$ cat config.mk
export PLATFORM = sky130hd
export DESIGN_NAME = pc_sequencer
export DESIGN_NICKNAME = d
export VERILOG_FILES = /design/src/rtl/cpu_pkg.sv /design/src/rtl/ras_stack.sv /design/src/rtl/pc_sequencer.sv
export SDC_FILE = /design/constraint.sdc
export NUM_CORES = 1
export LEC_CHECK = 0
export CAP_MARGIN = 20
export CORE_MARGIN = 2
export CORE_UTILIZATION = 30
export CTS_CLUSTER_DIAMETER = 30
export CTS_CLUSTER_SIZE = 20
export DETAILED_ROUTE_END_ITERATION = 10
export PLACE_DENSITY_LB_ADDON = 0.15
export SETUP_SLACK_MARGIN = 0.5
export SYNTH_ARGS = -nofsm -noshare
export SYNTH_HDL_FRONTEND = slang
export SYNTH_SLANG_ARGS = --single-unit
$ cat constraint.sdc
create_clock -name clock -period 7 [get_ports clock]
set_clock_uncertainty 0.2 [all_clocks]
set_input_delay 1.05 -clock clock [delete_from_list [all_inputs] [get_ports clock]]
set_output_delay 1.05 -clock clock [all_outputs]
set_load 0.01 [all_outputs]
$ cat src/rtl/cpu_pkg.sv
// Shared definitions for the next-PC sequencer: default sizes, run/halt
// state encoding and the next-PC source select.
package cpu_pkg;

    localparam int         DEF_AW        = 8;
    localparam int         DEF_DEPTH     = 4;
    localparam logic [7:0] DEF_TRAP_ADDR = 8'hF0;

    typedef enum logic {
        RUN  = 1'b0,
        HALT = 1'b1
    } state_t;

    typedef enum logic [2:0] {
        SEL_HOLD = 3'd0,
        SEL_RET  = 3'd1,
        SEL_CALL = 3'd2,
        SEL_JMP  = 3'd3,
        SEL_BR   = 3'd4,
        SEL_INC  = 3'd5,
        SEL_TRAP = 3'd6
    } sel_t;

endpackage

$ cat src/rtl/ras_stack.sv
// DEPTH-entry return-address LIFO. Push and pop are ignored when full or
// empty respectively; the caller decides what misuse means.
module ras_stack
    import cpu_pkg::*;
#(
    parameter int AW    = DEF_AW,
    parameter int DEPTH = DEF_DEPTH,
    localparam int IW   = $clog2(DEPTH),
    localparam int DW   = IW + 1
) (
    input  logic          clock,
    input  logic          reset,
    input  logic          push,
    input  logic          pop,
    input  logic [AW-1:0] din,
    output logic [AW-1:0] top,
    output logic          full,
    output logic          empty,
    output logic [DW-1:0] depth
);

    logic [AW-1:0] r_mem [DEPTH];
    logic [DW-1:0] r_sp;
    logic [IW-1:0] w_sp_lo;
    logic [IW-1:0] w_top_idx;

    assign w_sp_lo   = r_sp[IW-1:0];
    assign w_top_idx = w_sp_lo - 1'b1;
    assign full      = (r_sp == DW'(DEPTH));
    assign empty     = (r_sp == '0);
    assign depth     = r_sp;
    assign top       = r_mem[w_top_idx];

    always_ff @(posedge clock or negedge reset) begin
        if (!reset) begin
            r_sp <= '0;
            for (int i = 0; i < DEPTH; i++) begin
                r_mem[i] <= '0;
            end
        end else begin
            // Push has precedence only in the unlikely case both arrive.
            if (push && !full) begin
                r_mem[w_sp_lo] <= din;
                r_sp           <= r_sp + 1'b1;
            end else if (pop && !empty) begin
                r_sp <= r_sp - 1'b1;
            end
        end
    end

endmodule

$ cat src/rtl/pc_sequencer.sv
// Next-PC generator: priority mux over hold/ret/call/jump/branch/increment,
// return-address stack with sticky misuse trap, and a run/halt FSM.
module pc_sequencer
    import cpu_pkg::*;
#(
    parameter int            AW        = DEF_AW,
    parameter int            DEPTH     = DEF_DEPTH,
    parameter logic [AW-1:0] TRAP_ADDR = AW'(DEF_TRAP_ADDR)
) (
    input  logic                     clock,
    input  logic                     reset,
    input  logic [AW-1:0]            pc_cur,
    input  logic                     stall,
    input  logic                     branch_taken,
    input  logic [AW-1:0]            branch_target,
    input  logic                     jump,
    input  logic                     call,
    input  logic [AW-1:0]            jump_target,
    input  logic                     ret,
    input  logic                     halt,
    input  logic                     resume,
    output logic [AW-1:0]            pc_next,
    output logic                     halted,
    output logic [$clog2(DEPTH):0]   stack_depth,
    output logic                     stack_err
);

    state_t                   r_state;
    logic                     r_err;
    sel_t                     w_sel;
    logic [AW-1:0]            w_inc;
    logic [AW-1:0]            w_top;
    logic                     w_full;
    logic                     w_empty;
    logic                     w_push;
    logic                     w_pop;
    logic [$clog2(DEPTH):0]   w_depth;

    assign w_inc = pc_cur + 1'b1;

    // Priority decode; misuse of the stack turns into a trap select.
    always_comb begin
        w_sel = SEL_INC;
        if (r_state == HALT || stall) begin
            w_sel = SEL_HOLD;
        end else if (ret) begin
            w_sel = w_empty ? SEL_TRAP : SEL_RET;
        end else if (call) begin
            w_sel = w_full ? SEL_TRAP : SEL_CALL;
        end else if (jump) begin
            w_sel = SEL_JMP;
        end else if (branch_taken) begin
            w_sel = SEL_BR;
        end
    end

    always_comb begin
        pc_next = w_inc;
        case (w_sel)
            SEL_HOLD: pc_next = pc_cur;
            SEL_RET:  pc_next = w_top;
            SEL_CALL: pc_next = jump_target;
            SEL_JMP:  pc_next = jump_target;
            SEL_BR:   pc_next = branch_target;
            SEL_TRAP: pc_next = TRAP_ADDR;
            default:  pc_next = w_inc;
        endcase
    end

    assign w_push = (w_sel == SEL_CALL);
    assign w_pop  = (w_sel == SEL_RET);

    ras_stack #(
        .AW    (AW),
        .DEPTH (DEPTH)
    ) u_ras (
        .clock (clock),
        .reset (reset),
        .push  (w_push),
        .pop   (w_pop),
        .din   (w_inc),
        .top   (w_top),
        .full  (w_full),
        .empty (w_empty),
        .depth (w_depth)
    );

    always_ff @(posedge clock or negedge reset) begin
        if (!reset) begin
            r_state <= RUN;
            r_err   <= 1'b0;
        end else begin
            if (w_sel == SEL_TRAP) begin
                r_err <= 1'b1;
            end
            case (r_state)
                RUN:     if (halt && !stall) r_state <= HALT;
                HALT:    if (resume)         r_state <= RUN;
                default: r_state <= RUN;
            endcase
        end
    end

    assign halted      = (r_state == HALT);
    assign stack_err   = r_err;
    assign stack_depth = w_depth;

endmodule

# After elaboration in Yosys (flattened, before gate mapping)

Cells that the tools add are included.
W data, S select, Z words.

Add/subtract/negate cells: 4
Bitwise gates (word level): 3
Reduce and logical (&&, ||, !) cells: 12
Eq/ne operators: 6
Magnitude comparators: 3
Mux-type cells: 19

Operator list:

| operator              | number |
|---|---|
| $pmux W8 S5           | 1 |
| $bwmux W32            | 1 |
| $mux W3               | 8 |
| $mux W8               | 3 |
| $bmux W8 S2           | 1 |
| $demux W8 S2          | 1 |
| $eq A3 B3 Y1 const B  | 3 |
| $add A8 B1 Y8 const B | 1 |
| $eq A3 B2 Y1 const B  | 2 |
| $ge A3 B3 Y1 const B  | 2 |
| $logic_not A3 Y1      | 2 |
| $not A2 Y3            | 2 |
| $logic_and A1 B1 Y1   | 4 |
| $add A3 B1 Y3 const B | 1 |
| $eq A3 B1 Y1 const B  | 1 |
| $logic_not A1 Y1      | 3 |
| $lt A3 B1 Y1 const B  | 1 |
| $mux W1               | 3 |
| $sub A3 B1 Y3 const B | 1 |
| $pmux W1 S2           | 1 |
| $reduce_bool A2 Y1    | 1 |
| $reduce_or A2 Y1      | 1 |
| $sub A2 B1 Y2 const B | 1 |
| $logic_or A1 B1 Y1    | 1 |
| $not A1 Y1            | 1 |

Logic and storage cells: 54
Output and inout bits: 13
Input bits: 33
Register bits: 37

# Longest topological paths before layout

Gate-level depths: netlist of the first run.

Depth after elaboration: 9
Mapped depth: 8
Depth with buffers taken out: 7

# Hierarchy

A second synthesis of the first run with hierarchy kept.

Cells, all modules: 180
Area total of the unflattened synthesis: 2,213.4 um^2

Modules (own cells, without submodules):

| module       | cells an instance | area an instance (um^2) | times used |
|---|---|---|---|
| ras_stack    | 108               | 1,699.1                 | 1 |
| pc_sequencer | 72                | 514.2                   | 1 |

# Worst setup path before layout of the first run

OpenSTA, ideal clock, no wires.

Path kind: input to output
From: in call
To: out pc_next[4]
Arrival time: 2.287 ns
Buffers on the path: 1
Stages: 5
Slack: 3.463 ns
Cells stage by stage: buf_6 -> o21ba_4 -> and2_4 -> o311a_2 -> o31ai_1

Longest elaborated chain between the ends: 6

Ends and longest elaborated chain:

| what                              | line               | source |
|---|---|---|
| from (decl)                       | pc_sequencer.sv:17 | `input logic call,` |
| $mux W3 (*)                       | pc_sequencer.sv:48 | `end else if (call) begin` |
| $mux W3 (*)                       | pc_sequencer.sv:46 | `end else if (ret) begin` |
| $mux W3 (*)                       | pc_sequencer.sv:44 | `if (r_state == HALT \|\| stall) begin` |
| $eq A3 B2 Y1                      | pc_sequencer.sv:59 | `case (w_sel)` |
| $reduce_or A2 Y1 (no source line) | n/a                |  |
| $pmux W8 S5 (*)                   | pc_sequencer.sv:59 |  |
| to (decl)                         | pc_sequencer.sv:22 | `output logic [AW-1:0] pc_next,` |

Every way passes the cells marked *; elsewhere a longest branch is shown, timed or not.

# Final worst setup path of the first run

From: in ret
To: out pc_next[2]

Longest elaborated chain between the ends: 5

Ends and longest elaborated chain:

| what                              | line               | source |
|---|---|---|
| from (decl)                       | pc_sequencer.sv:19 | `input logic ret,` |
| $mux W3 (*)                       | pc_sequencer.sv:46 |  |
| $mux W3 (*)                       | pc_sequencer.sv:44 |  |
| $eq A3 B2 Y1                      | pc_sequencer.sv:59 |  |
| $reduce_or A2 Y1 (no source line) | n/a                |  |
| $pmux W8 S5 (*)                   | pc_sequencer.sv:59 |  |

Marks and branches as above.

==> run_results.csv, run 1 <==
group,metric,value,unit
yosys,synthesis.area,2140,um2
die,fp.dieW,88.6,um
grt,overflow,0,
clocking,clockBufferDepth,2,
cells_and_area,final_cells,351,
cells_and_area,fin_area,2770,um2
yosys,yosysSeqAreaShare,43.2,%
die,start_util,31.2,%
critical_path,worst-path-buf-inv,2,
timing,max-slew-margin-rel,42.8,%
timing,fin_crit_sh,70.1,%
detailed_routing,vias,1784,
die,rows,30,
cells_and_area,nNetsFinal,293,
pwr,p_comb_share,40.7,%
yosys,synth-main-ff-cell,"dfrtp_1",
timing,tightest_slew,858,ps
yosys,synth_area_leader_cell,"dfrtp_1",
timing,max_freq,0.204,GHz
detailed_routing,drt_iter0_drc,107,
critical_path,cp_max_fo,12,
timing,fin_tns_setup,0,ps
timing,drv_slew,0,
clocking,numCtsBuffers,5,
timing,setup_viol,0,
clocking,cts_resized,0,
clocking,cts.sinks,37,
die,core-area,6870,um2
grt,grt_pass1_wl,9720,um
pwr,power_switching,0.333,mW
die,io-pin-count,46,
clocking,clk_pin_slew_worst_paths,80,ps
timing,finalHoldViolations,0,
yosys,syn_area_per_cell,10.0,um2
critical_path,slowest_delay,620,ps
place,dp.cells,343,
clocking,cts_tree,"yes",
clocking,clk_latency,290,ps
status,outcome,"finished clean",
yosys,ys_top_cells_by_area,"dfrtp_1 43%, mux4_2 8.4%, o21ai_0 7.0%, nand2_1 6.5%, nand3_1 3.0%",
detailed_routing,drcViolationCount,0,
hold_path,hold_path_class,"flip-flop to flip-flop",
clocking,cts_setup_buffers,0,
grt,antenna_found_initial,0,
grt,grt_max_degree,38,
critical_path,crit_family,"buffers and inverters",
detailed_routing,totalWireLength,5970,um
yosys,ys_async_sr_fraction,100,%
timing,hold_slack,275,ps
critical_path,end_kind,"primary output",
die,dieArea,7840,um2
cells_and_area,nFillCells,702,
cells_and_area,layout-drive-gt1-share,12.5,%
pwr,p_clk_share,19.8,%
pwr,seqPwrFrac,39.5,%
die,die_h,88.6,um
run,maxCapViolCount,0,
critical_path,crit_arrival,3650,ps
critical_path,reg2reg_slack,4060,ps
critical_path,cp_slowest_cell,"clkdlybuf4s50_1",
timing,grt_setup_unrepaired,"no",
yosys,yosysWarnings,0,
pwr,vdd_drop_max,0.0000968,V
yosys,synth_top_area_share,43.2,%
pwr,p_int,0.645,mW
cells_and_area,multi_input_area,1140,um2
detailed_routing,dr.pass1.iters,4,
clocking,htreeDepth,2,
critical_path,critPathLaunchType,"input port",
clocking,clk_root_buffer_cell,"clkbuf_8",
cells_and_area,syn_to_final_growth,29.2,%
place,post-dp-hpwl,4370,um
yosys,synth_edf_count,0,
timing,setup_ws,2100,ps
critical_path,path_class,"input port to primary output",
yosys,syn_nets,253,
critical_path,cpMostUsedCell,"clkdlybuf4s50_1",
place,dp_slack,2120,ps
critical_path,critical_path.cell_chain,"clkdlybuf4s50_1 -> nor3_1 -> and3_1 -> a22oi_1 -> a31oi_1 -> clkdlybuf4s50_1",
detailed_routing,antenna_left,0,
yosys,synth_common_cells,"37 x dfrtp_1, 37 x nand2_1, 30 x o21ai_0, 13 x nand3_1, 9 x clkbuf_1",
cells_and_area,antennaDiodeCount,0,
place,portBuffers,45,
detailed_routing,viasPerCell,5.08,
detailed_routing,avgRoutedWirePerCell,17.0,um
pwr,p_per_area,353,nW/um2
place,place_congestion,0.808,
timing,fin_crit,4900,ps
clocking,ctsHoldBuffers,0,
critical_path,cp.required,5750,ps
pwr,p_sw_share,34.0,%
pwr,p_leak,1.13,nW
yosys,ys_types,44,
yosys,syn_inst,214,
place,placed_area,2660,um2
cells_and_area,final-seq-area,926,um2
yosys,synth_seq_cells,37,
grt,grt_pass1_vias,1818,
grt,grt_use_total,16.7,%
-- area by class of cell --
class / instances / area share (%)
sequential: 37 / 33.4
timing repair buffer: 45 / 16.1
tap: 96 / 4.33
clock inverter: 1 / 1.08
inverter: 5 / 0.677
multi-input combinational: 160 / 41.3
clock buffer: 7 / 3.12
-- cell families after synthesis --
| group | synth area share (%) |
|---|---|
| AOI/OAI and AO/OA | 17.4 |
| xor gates and xnor gates | 3.27 |
| adders and majority gates | 3.85 |
| buffers and inverters | 3.44 |
| DFF | 43.2 |
| muxes | 11.5 |
| and+or+nand+nor | 17.3 |
-- final timing paths --
check / to / cells after the start / start
max in group asynchronous: u_ras.r_mem[16] / 1 / reset
min in group asynchronous: halted / 1 / reset
min reg2reg: stack_err / 1 / stack_err
min: stack_err / 1 / stack_err
max reg2reg: u_ras.r_mem[9] / 5 / u_ras.depth[0]
max: pc_next[2] / 6 / ret
-- sequential cells by signal, indices dropped and copies added, names as in the netlist --
signal	cells
stack_err	1
u_ras.r_mem	32
u_ras.depth	3
halted	1
-- power groups by stage --
| stage | registers, mW | clock network [mW] | logic [mW] |
|---|---|---|---|
| after floorplan | 0.362 | 0 | 0.281 |
| after global placement | 0.388 | 0 | 0.402 |
| after detailed placement | 0.392 | 0 | 0.401 |
| after CTS | 0.388 | 0.200 | 0.402 |
| after global routing | 0.402 | 0.212 | 0.445 |
| final | 0.386 | 0.194 | 0.398 |
-- layer usage --
metal  GRT usage (%)  vias up  wire length, um
met2            28.3       51             2850
met5               0        -                0
met4            4.55        0               76
met3            3.26        6              333
li1                -      859                -
met1            21.7      868             2710
-- worst reg2reg max path, cell delays in order, from the launching register on --
cell     delay, ps
dfrtp_1        840
inv_1          210
ha_1           350
nand2_1        160
nand4_1        570
mux2_2         500
-- placed cells by master (no fill, tap or decap), types with 3 or more instances in the layout --
master            n
clkbuf_8          6
a31oi_1           4
clkdlybuf4s50_1  44
inv_1             5
mux2_2            5
xor2_1            6
nand2_1          37
nor2_1            6
o21ai_0          30
a21oi_1           3
ha_1              5
a221oi_1          4
nand3_1          13
mux4_2            8
dfrtp_1          37
o211ai_2          3
nand4_1           4
a21o_1            3
-- stage by stage --
step,utilization (%),total power [mW]
6_report,40.3,0.978
5_1_grt,40.3,1.06
4_1_cts,40.3,0.990
3_5_place_dp,38.7,0.793
3_3_place_gp,38.7,0.790
2_1_floorplan,-,0.642
(Power assumes the default switching activity.)
==> run 2: changes to the inputs <==
clock period = 4.7 ns   (was 7 ns; I/O delays follow)
==> run 2 against run 1 <==
Flip-flop and latch count unchanged; critical path depth up 2; critical endpoint is now pc_next[5]; die area unchanged; first-iteration DRC count down 23%; largest cell class unchanged; largest power group unchanged; routed wire length down 0.90%; highest routed layer unchanged; cell count up 1.1%.
==> run_results.csv, run 2 (synthesis gave the netlist of run 1 again) <==
group,metric,value,unit
cells_and_area,final_cells,355,
pwr,power_switching,0.502,mW
die,start_util,31.2,%
detailed_routing,totalWireLength,5920,um
pwr,p_int,0.898,mW
clocking,clk_pin_slew_worst_paths,70,ps
critical_path,reg2reg_slack,2300,ps
run,maxCapViolCount,0,
clocking,clk_latency,300,ps
die,fp.dieW,88.6,um
clocking,cts_tree,"yes",
cells_and_area,layout-drive-gt1-share,14.3,%
critical_path,critPathLaunchType,"input port",
clocking,cts.sinks,37,
timing,max-slew-margin-rel,44.0,%
status,outcome,"finished clean",
timing,fin_crit,4000,ps
cells_and_area,fin_area,2770,um2
die,io-pin-count,46,
detailed_routing,drt_iter0_drc,82,
grt,met1_usage,21.6,%
timing,fin_crit_sh,85.1,%
timing,setup_ws,698,ps
clocking,numCtsBuffers,5,
clocking,cts_resized,0,
cells_and_area,final_common_cell,"clkdlybuf4s50_1",
detailed_routing,antenna_left,0,
timing,fin_tns_setup,0,ps
grt,overflow,0,
cells_and_area,largest_reg_flops,32,
detailed_routing,drcViolationCount,0,
clocking,cts_setup_buffers,0,
grt,grt_busiest_layer,"met2",
place,post-dp-hpwl,4360,um
place,dp.cells,347,
timing,max_freq,0.250,GHz
place,placed_area,2690,um2
pwr,p_sw_share,35.8,%
timing,tightest_slew,840,ps
critical_path,path_class,"input port to primary output",
cells_and_area,final_cell_mix,"43 x clkdlybuf4s50_1, 37 x nand2_1, 37 x dfrtp_1",
place,place_congestion,0.785,
cells_and_area,antennaDiodeCount,0,
clocking,clockBufferDepth,2,
critical_path,crit_arrival,3100,ps
timing,setup_viol,0,
grt,grt_max_degree,38,
grt,grt_use_total,16.5,%
pwr,p_clk_share,16.0,%
detailed_routing,avgRoutedWirePerCell,16.7,um
grt,use_met3,3.54,%
pwr,p_leak,1.14,nW
pwr,seqPwrFrac,38.7,%
die,rows,30,
cells_and_area,syn_to_final_growth,29.3,%
detailed_routing,dr.pass1.iters,4,
critical_path,cp.required,3800,ps
die,dieArea,7840,um2
detailed_routing,vias,1769,
timing,grt_setup_unrepaired,"no",
pwr,p_per_area,505,nW/um2
clocking,clk_root_buffer_cell,"clkbuf_8",
clocking,htreeDepth,2,
pwr,vdd_drop_max,0.000140,V
place,portBuffers,45,
grt,antenna_found_initial,0,
timing,drv_slew,0,
clocking,ctsHoldBuffers,0,
cells_and_area,nFillCells,705,
die,core-area,6870,um2
cells_and_area,max_flop_register,"u_ras.r_mem",
grt,grt_pass1_wl,9520,um
grt,gr-usage-met2,27.3,%
critical_path,cp_max_fo,12,
critical_path,end_kind,"primary output",
timing,finalHoldViolations,0,
die,die_h,88.6,um
grt,grt_pass1_vias,1832,
pwr,p_comb_share,45.3,%
detailed_routing,viasPerCell,4.98,
hold_path,hold_path_class,"flip-flop to flip-flop",
cells_and_area,nNetsFinal,297,
pwr,totalPowerFinal,1.40,mW
place,dp_slack,592,ps
run 2: power groups by stage:
stage               combinational (mW)  clock [mW]  sequential, mW
finish                           0.635       0.224           0.541
global route                     0.709       0.246           0.565
CTS                              0.644       0.231           0.542
detailed placement               0.642           0           0.547
global placement                 0.636           0           0.546
floorplan                        0.418           0           0.538
run 2: area by class of cell:
type                            count  area [um2]  share of cell area [%]
Clock buffer                        5        68.8                    2.48
Multi-Input combinational cell    160        1140                    41.3
Clock inverter                      3        17.5                   0.631
Timing Repair Buffer               49         478                    17.2
Inverter                            5        18.8                   0.677
Tap cell                           96         120                    4.33
Sequential cell                    37         926                    33.4
run 2: final timing paths:
kind,depth (start not counted),startpoint,to
min reg2reg,1,stack_err,stack_err
min,1,stack_err,stack_err
max in group asynchronous,1,reset,stack_err
max reg2reg,5,u_ras.depth[1],u_ras.r_mem[9]
min in group asynchronous,1,reset,u_ras.depth[2]
max,8,ret,pc_next[5]
run 2: critical path, cell delays in order:
cell and delay (ps):
clkdlybuf4s50_1 460, buf_4 170, nor3_1 70, buf_4 150, and3_1 310, or4_4 500
o211ai_2 170, clkdlybuf4s50_1 560
run 2: metal layers:
metal  routed length [um]  share of wire, %
met1                 2820                48
met2                 2710                46
met3                  282               4.8
met4                  102               1.7
met5                    0                 0
run 2: per-stage QoR:
step                      util (%)  hold WS, ps
after floorplan                  -          209
after CTS                     40.3          277
after global placement        39.1          252
after detailed placement      39.1          260
final                         40.4          269
after global routing          40.4          304
==> patch 1 (config.mk and constraints of run 2) <==
Set the package constant `DEF_AW` to 10 (it was 8).
--- a/src/rtl/cpu_pkg.sv
+++ b/src/rtl/cpu_pkg.sv
@@ -4,3 +4,3 @@
 
-    localparam int         DEF_AW        = 8;
+    localparam int         DEF_AW        = 10;
     localparam int         DEF_DEPTH     = 4;
Interface: changed (resized branch_target, jump_target, pc_cur and pc_next); port bits go from 46 to 54. The function was not compared with the original's and may differ.
==> patch 1 against run 2 <==
  * Total power increased by 14%
  * Maximum frequency increased by 1.4%
  * Worst setup slack improved by 57 ps
  * Final cell count increased by 13%
  * Critical path depth decreased by 2
  * Die area increased by 16%
  * Via count increased by 16%
  * Sequential cell count increased by 8
  * Routed wire length increased by 18%
  * Area after synthesis increased by 17%
  * Final area increased by 16%
==> patch 1: results (changes against run 2) <==
| Metric | Value |
|---|---|
| PwrDens | 495 nW/um2 (was 505 nW/um2) |
| Register area share after synthesis | 44.9% (was 43.2%) |
| Min Hold Slack | 272 ps (was 269 ps) |
| Max reg flops | 40 (was 32) |
| Worst reg2reg setup slack | 2200 ps (was 2300 ps) |
| Vias in the first global route | 2046 (was 1832) |
| Combinational Power Share | 41.4% (was 45.3%) |
| Status | complete, no violations (unchanged) |
| GRT Util Overall | 16.4% (was 16.5%) |
| Leakage Power | 1.34 nW (was 1.14 nW) |
| Final worst setup slack | 755 ps (was 698 ps) |
| Met3 wire length | 386 um (was 282 um) |
| Top cells by count, synth | 55 x nand2_1, 45 x dfrtp_1, 45 x o21ai_0 (was 37 x dfrtp_1, 37 x nand2_1, 30 x o21ai_0) |
| DR iter-0 viols | 100 (was 82) |
| Post-DR vias/cell | 5.14 (was 4.98) |
| Final HPWL from detailed placement | 4960 um (was 4360 um) |
| Port bufs | 53 (was 45) |
| Proportion of layout cells with a drive suffix above 1 | 8.14% (was 14.3%) |
| DP Cell Count | 393 (was 347) |
| Synth area leaders | dfrtp_1 45%, o21ai_0 9.0%, nand2_1 8.2% (was dfrtp_1 43%, mux4_2 8.4%, o21ai_0 7.0%) |
| Post-Place Setup Slack | 725 ps (was 592 ps) |
| First-pass DRT Iterations | 6 (was 4) |
| Worst-Margin Slew | 894 ps (was 840 ps) |
| DRT met1 WL | 3180 um (was 2820 um) |
| Cell area after placement | 3110 um2 (was 2690 um2) |
| Net Count, Synth | 292 (was 253) |
| First-pass GRT wire length | 11100 um (was 9520 um) |
## patch 1: cell count changes in the layout (fill, tap and decap cells not counted), moves of 6 or more
cell / run 2 / this run
dfrtp_1: 37 / 45
mux4_1: 0 / 7
clkdlybuf4s50_1: 43 / 52
nand2_1: 37 / 55
nand3_1: 13 / 7
o21ai_0: 30 / 45
## patch 1: worst reg2reg max path: stages (launching register included)
cell and delay [ps]:
dfrtp_1 460, inv_1 90, ha_1 250, nand2_1 150, nand4_1 720, o21ai_0 510
## patch 1: kinds of logic after synthesis
kind of cell               Yosys count  share of synthesized area, %
AOI/OAI and AO/OA                   68                          16.9
xor gates and xnor gates             9                          3.15
adders and majority gates            6                          3.30
buffers and inverters               20                          3.99
DFF                                 45                          44.9
muxes                               14                          11.8
and+or+nand+nor                     85                          16.0
## patch 1: routing by layer
metal | GRT usage (%) | up-vias
met5 | 0 | -
met2 | 26.0 | 55
li1 | - | 1002
met3 | 3.08 | 4
met1 | 23.2 | 994
met4 | 4.29 | 0
## patch 1: cell type report
class,count,area (um2)
fillers,816,4960
multi-input cells,182,1280
flip-flops and latches,45,1130
repair buffers,57,556
well taps,105,131
clock buffers,5,68.8
clock inverters,2,35.0
inverters,4,15.0
## patch 1: repair_timing
action                                  CTS  global route
setup buffers                             0             0
endpoints found under the setup margin    0             1
gates resized for setup                   0             1
## patch 1: final timing paths
kind	endpoint	start
max	pc_next[4]	stall
min	stack_err	stack_err
max reg2reg	u_ras.r_mem[18]	u_ras.depth[1]
min reg2reg	stack_err	stack_err
max in group asynchronous	u_ras.r_mem[4]	reset
min in group asynchronous	halted	reset
==> patch 2 (config.mk and constraints of run 2) <==
Made on the original files. Add an input register stage for `branch_target` and `jump_target`, without a reset; this delays them by one clock. The other inputs are not delayed to match.
--- a/src/rtl/pc_sequencer.sv
+++ b/src/rtl/pc_sequencer.sv
@@ -26,2 +26,10 @@
 );
+
+    logic [AW-1:0] branch_target_q;
+    logic [AW-1:0] jump_target_q;
+
+    always_ff @(posedge clock) begin
+        branch_target_q <= branch_target;
+        jump_target_q   <= jump_target;
+    end
 
@@ -61,5 +69,5 @@
             SEL_RET:  pc_next = w_top;
-            SEL_CALL: pc_next = jump_target;
-            SEL_JMP:  pc_next = jump_target;
-            SEL_BR:   pc_next = branch_target;
+            SEL_CALL: pc_next = jump_target_q;
+            SEL_JMP:  pc_next = jump_target_q;
+            SEL_BR:   pc_next = branch_target_q;
             SEL_TRAP: pc_next = TRAP_ADDR;
Behaviour: not the same (Yosys sat finds a counterexample within 4 cycles, from zero or initial values and one cycle with reset low).
==> patch 2 against run 2 <==
  * Worst setup slack worse by 8.1 ps
  * Area after synthesis rose by 15%
  * Routed wire length up 4.6%
  * Highest routed layer unchanged
  * Maximum frequency decreased by 0.20%
  * Final area increased by 13%
  * Largest power group is now sequential cells
  * Die area rose by 14%
  * Total power rose by 15%
  * Sequential cell count grew 16
==> patch 2: results (changes against run 2) <==
| Metric | Value |
|---|---|
| Status | complete, no violations (unchanged) |
| Post-CTS Resized | 0 (unchanged) |
| Max incr delay on CP | 690 ps (was 560 ps) |
| Largest net degree at the start of global routing | 38 (unchanged) |
| First-pass GRT wire length | 10100 um (was 9520 um) |
| Final period util | 85.3% (was 85.1%) |
| Signal buffers share of area | 15.3% (was 17.2%) |
| Layout clock area frac | 3.40% (was 3.11%) |
| Nets@finish | 313 (was 297) |
| Leakage Power | 1.29 nW (was 1.14 nW) |
| Vias in the first global route | 1976 (was 1832) |
| Final HPWL from detailed placement | 4490 um (was 4360 um) |
| CTS clk-pin slew, worst paths | 100 ps (was 70 ps) |
| Clk. pwr | 293 uW (was 224 uW) |
| Sequential cell area | 1250 um2 (was 926 um2) |
| Synth cell types | 45 (was 44) |
| Cell internal pwr | 1.08 mW (was 898 uW) |
| CP max FO | 10 (was 12) |
| GRT Util Overall | 15.0% (was 16.5%) |
| Placer Congestion | 0.847 (was 0.785) |
| Layout Utilization | 38.6% (was 40.4%) |
| Post-synthesis async set-or-reset flop share | 69.8% (was 100%) |
| Top cells by count, synth | 37 x dfrtp_1, 37 x nand2_1, 30 x o21ai_0 (unchanged) |
| Average wire per standard cell | 16.3 um (was 16.7 um) |
| CP top delay family | buffers and inverters (unchanged) |
| Non-Filler Instances | 380 (was 355) |
| DP Cell Count | 372 (was 347) |
| Combinational Power Share | 39.3% (was 45.3%) |
| Post-Place Setup Slack | 579 ps (was 592 ps) |
| Net Count, Synth | 269 (was 253) |
| Register area share after synthesis | 50.6% (was 43.2%) |
| DR iter-0 viols | 100 (was 82) |
| Syn Inst Count | 230 (was 214) |
| Clk pwr share | 18.1% (was 16.0%) |
| Worst rel slew slack | 41.9% (was 44.0%) |
| Vias | 1885 (was 1769) |
| Proportion of layout cells with a drive suffix above 1 | 13.1% (was 14.3%) |
| Worst R2R Path Depth | 5 (unchanged) |
| Sequential share of cell area | 39.9% (was 33.4%) |
| Clock buf count | 7 (was 5) |
| Crit-path slowest cell | clkdlybuf4s50_1 (unchanged) |
| Seq_cells | 53 (was 37) |
| # diodes | 0 (unchanged) |
| Cell area after placement | 3020 um2 (was 2690 um2) |
| Yosys warns | 0 (unchanged) |
| Synth area leaders | dfrtp_1 38%, dfxtp_1 13%, mux4_2 7.3% (was dfrtp_1 43%, mux4_2 8.4%, o21ai_0 7.0%) |
| Min Hold Slack | 284 ps (was 269 ps) |
| VDD IR max | 0.212 mV (was 0.140 mV) |
| Initial antenna violation count | 0 (unchanged) |
| Fillers | 846 (was 705) |
==> patch 2: layer usage <==
metal / up-vias / share of wire [%] / track usage (%)
li1: 919 / - / -
met1: 914 / 47 / 21.1
met2: 44 / 47 / 23.2
met3: 8 / 4.2 / 3.11
met4: 0 / 1.7 / 4.71
met5: - / 0 / 0
==> patch 2: kinds of logic after synthesis <==
logic type | Yosys count | synth area share, %
AND/OR/NAND/NOR | 75 | 15.1
AO/OA/AOI/OAI | 57 | 15.2
flip-flops | 53 | 50.6
buffers and inverters | 17 | 2.99
multiplexers | 14 | 10.0
XOR/XNOR | 8 | 2.84
adder cells (fa/ha/maj) | 6 | 3.35
==> patch 2: path summary, 6_finish.rpt <==
path	startpoint	to
max	call	pc_next[5]
min	stack_err	stack_err
max reg2reg	u_ras.depth[1]	u_ras.r_mem[9]
min reg2reg	stack_err	stack_err
max in group asynchronous	reset	u_ras.r_mem[28]
min in group asynchronous	reset	u_ras.r_mem[1]
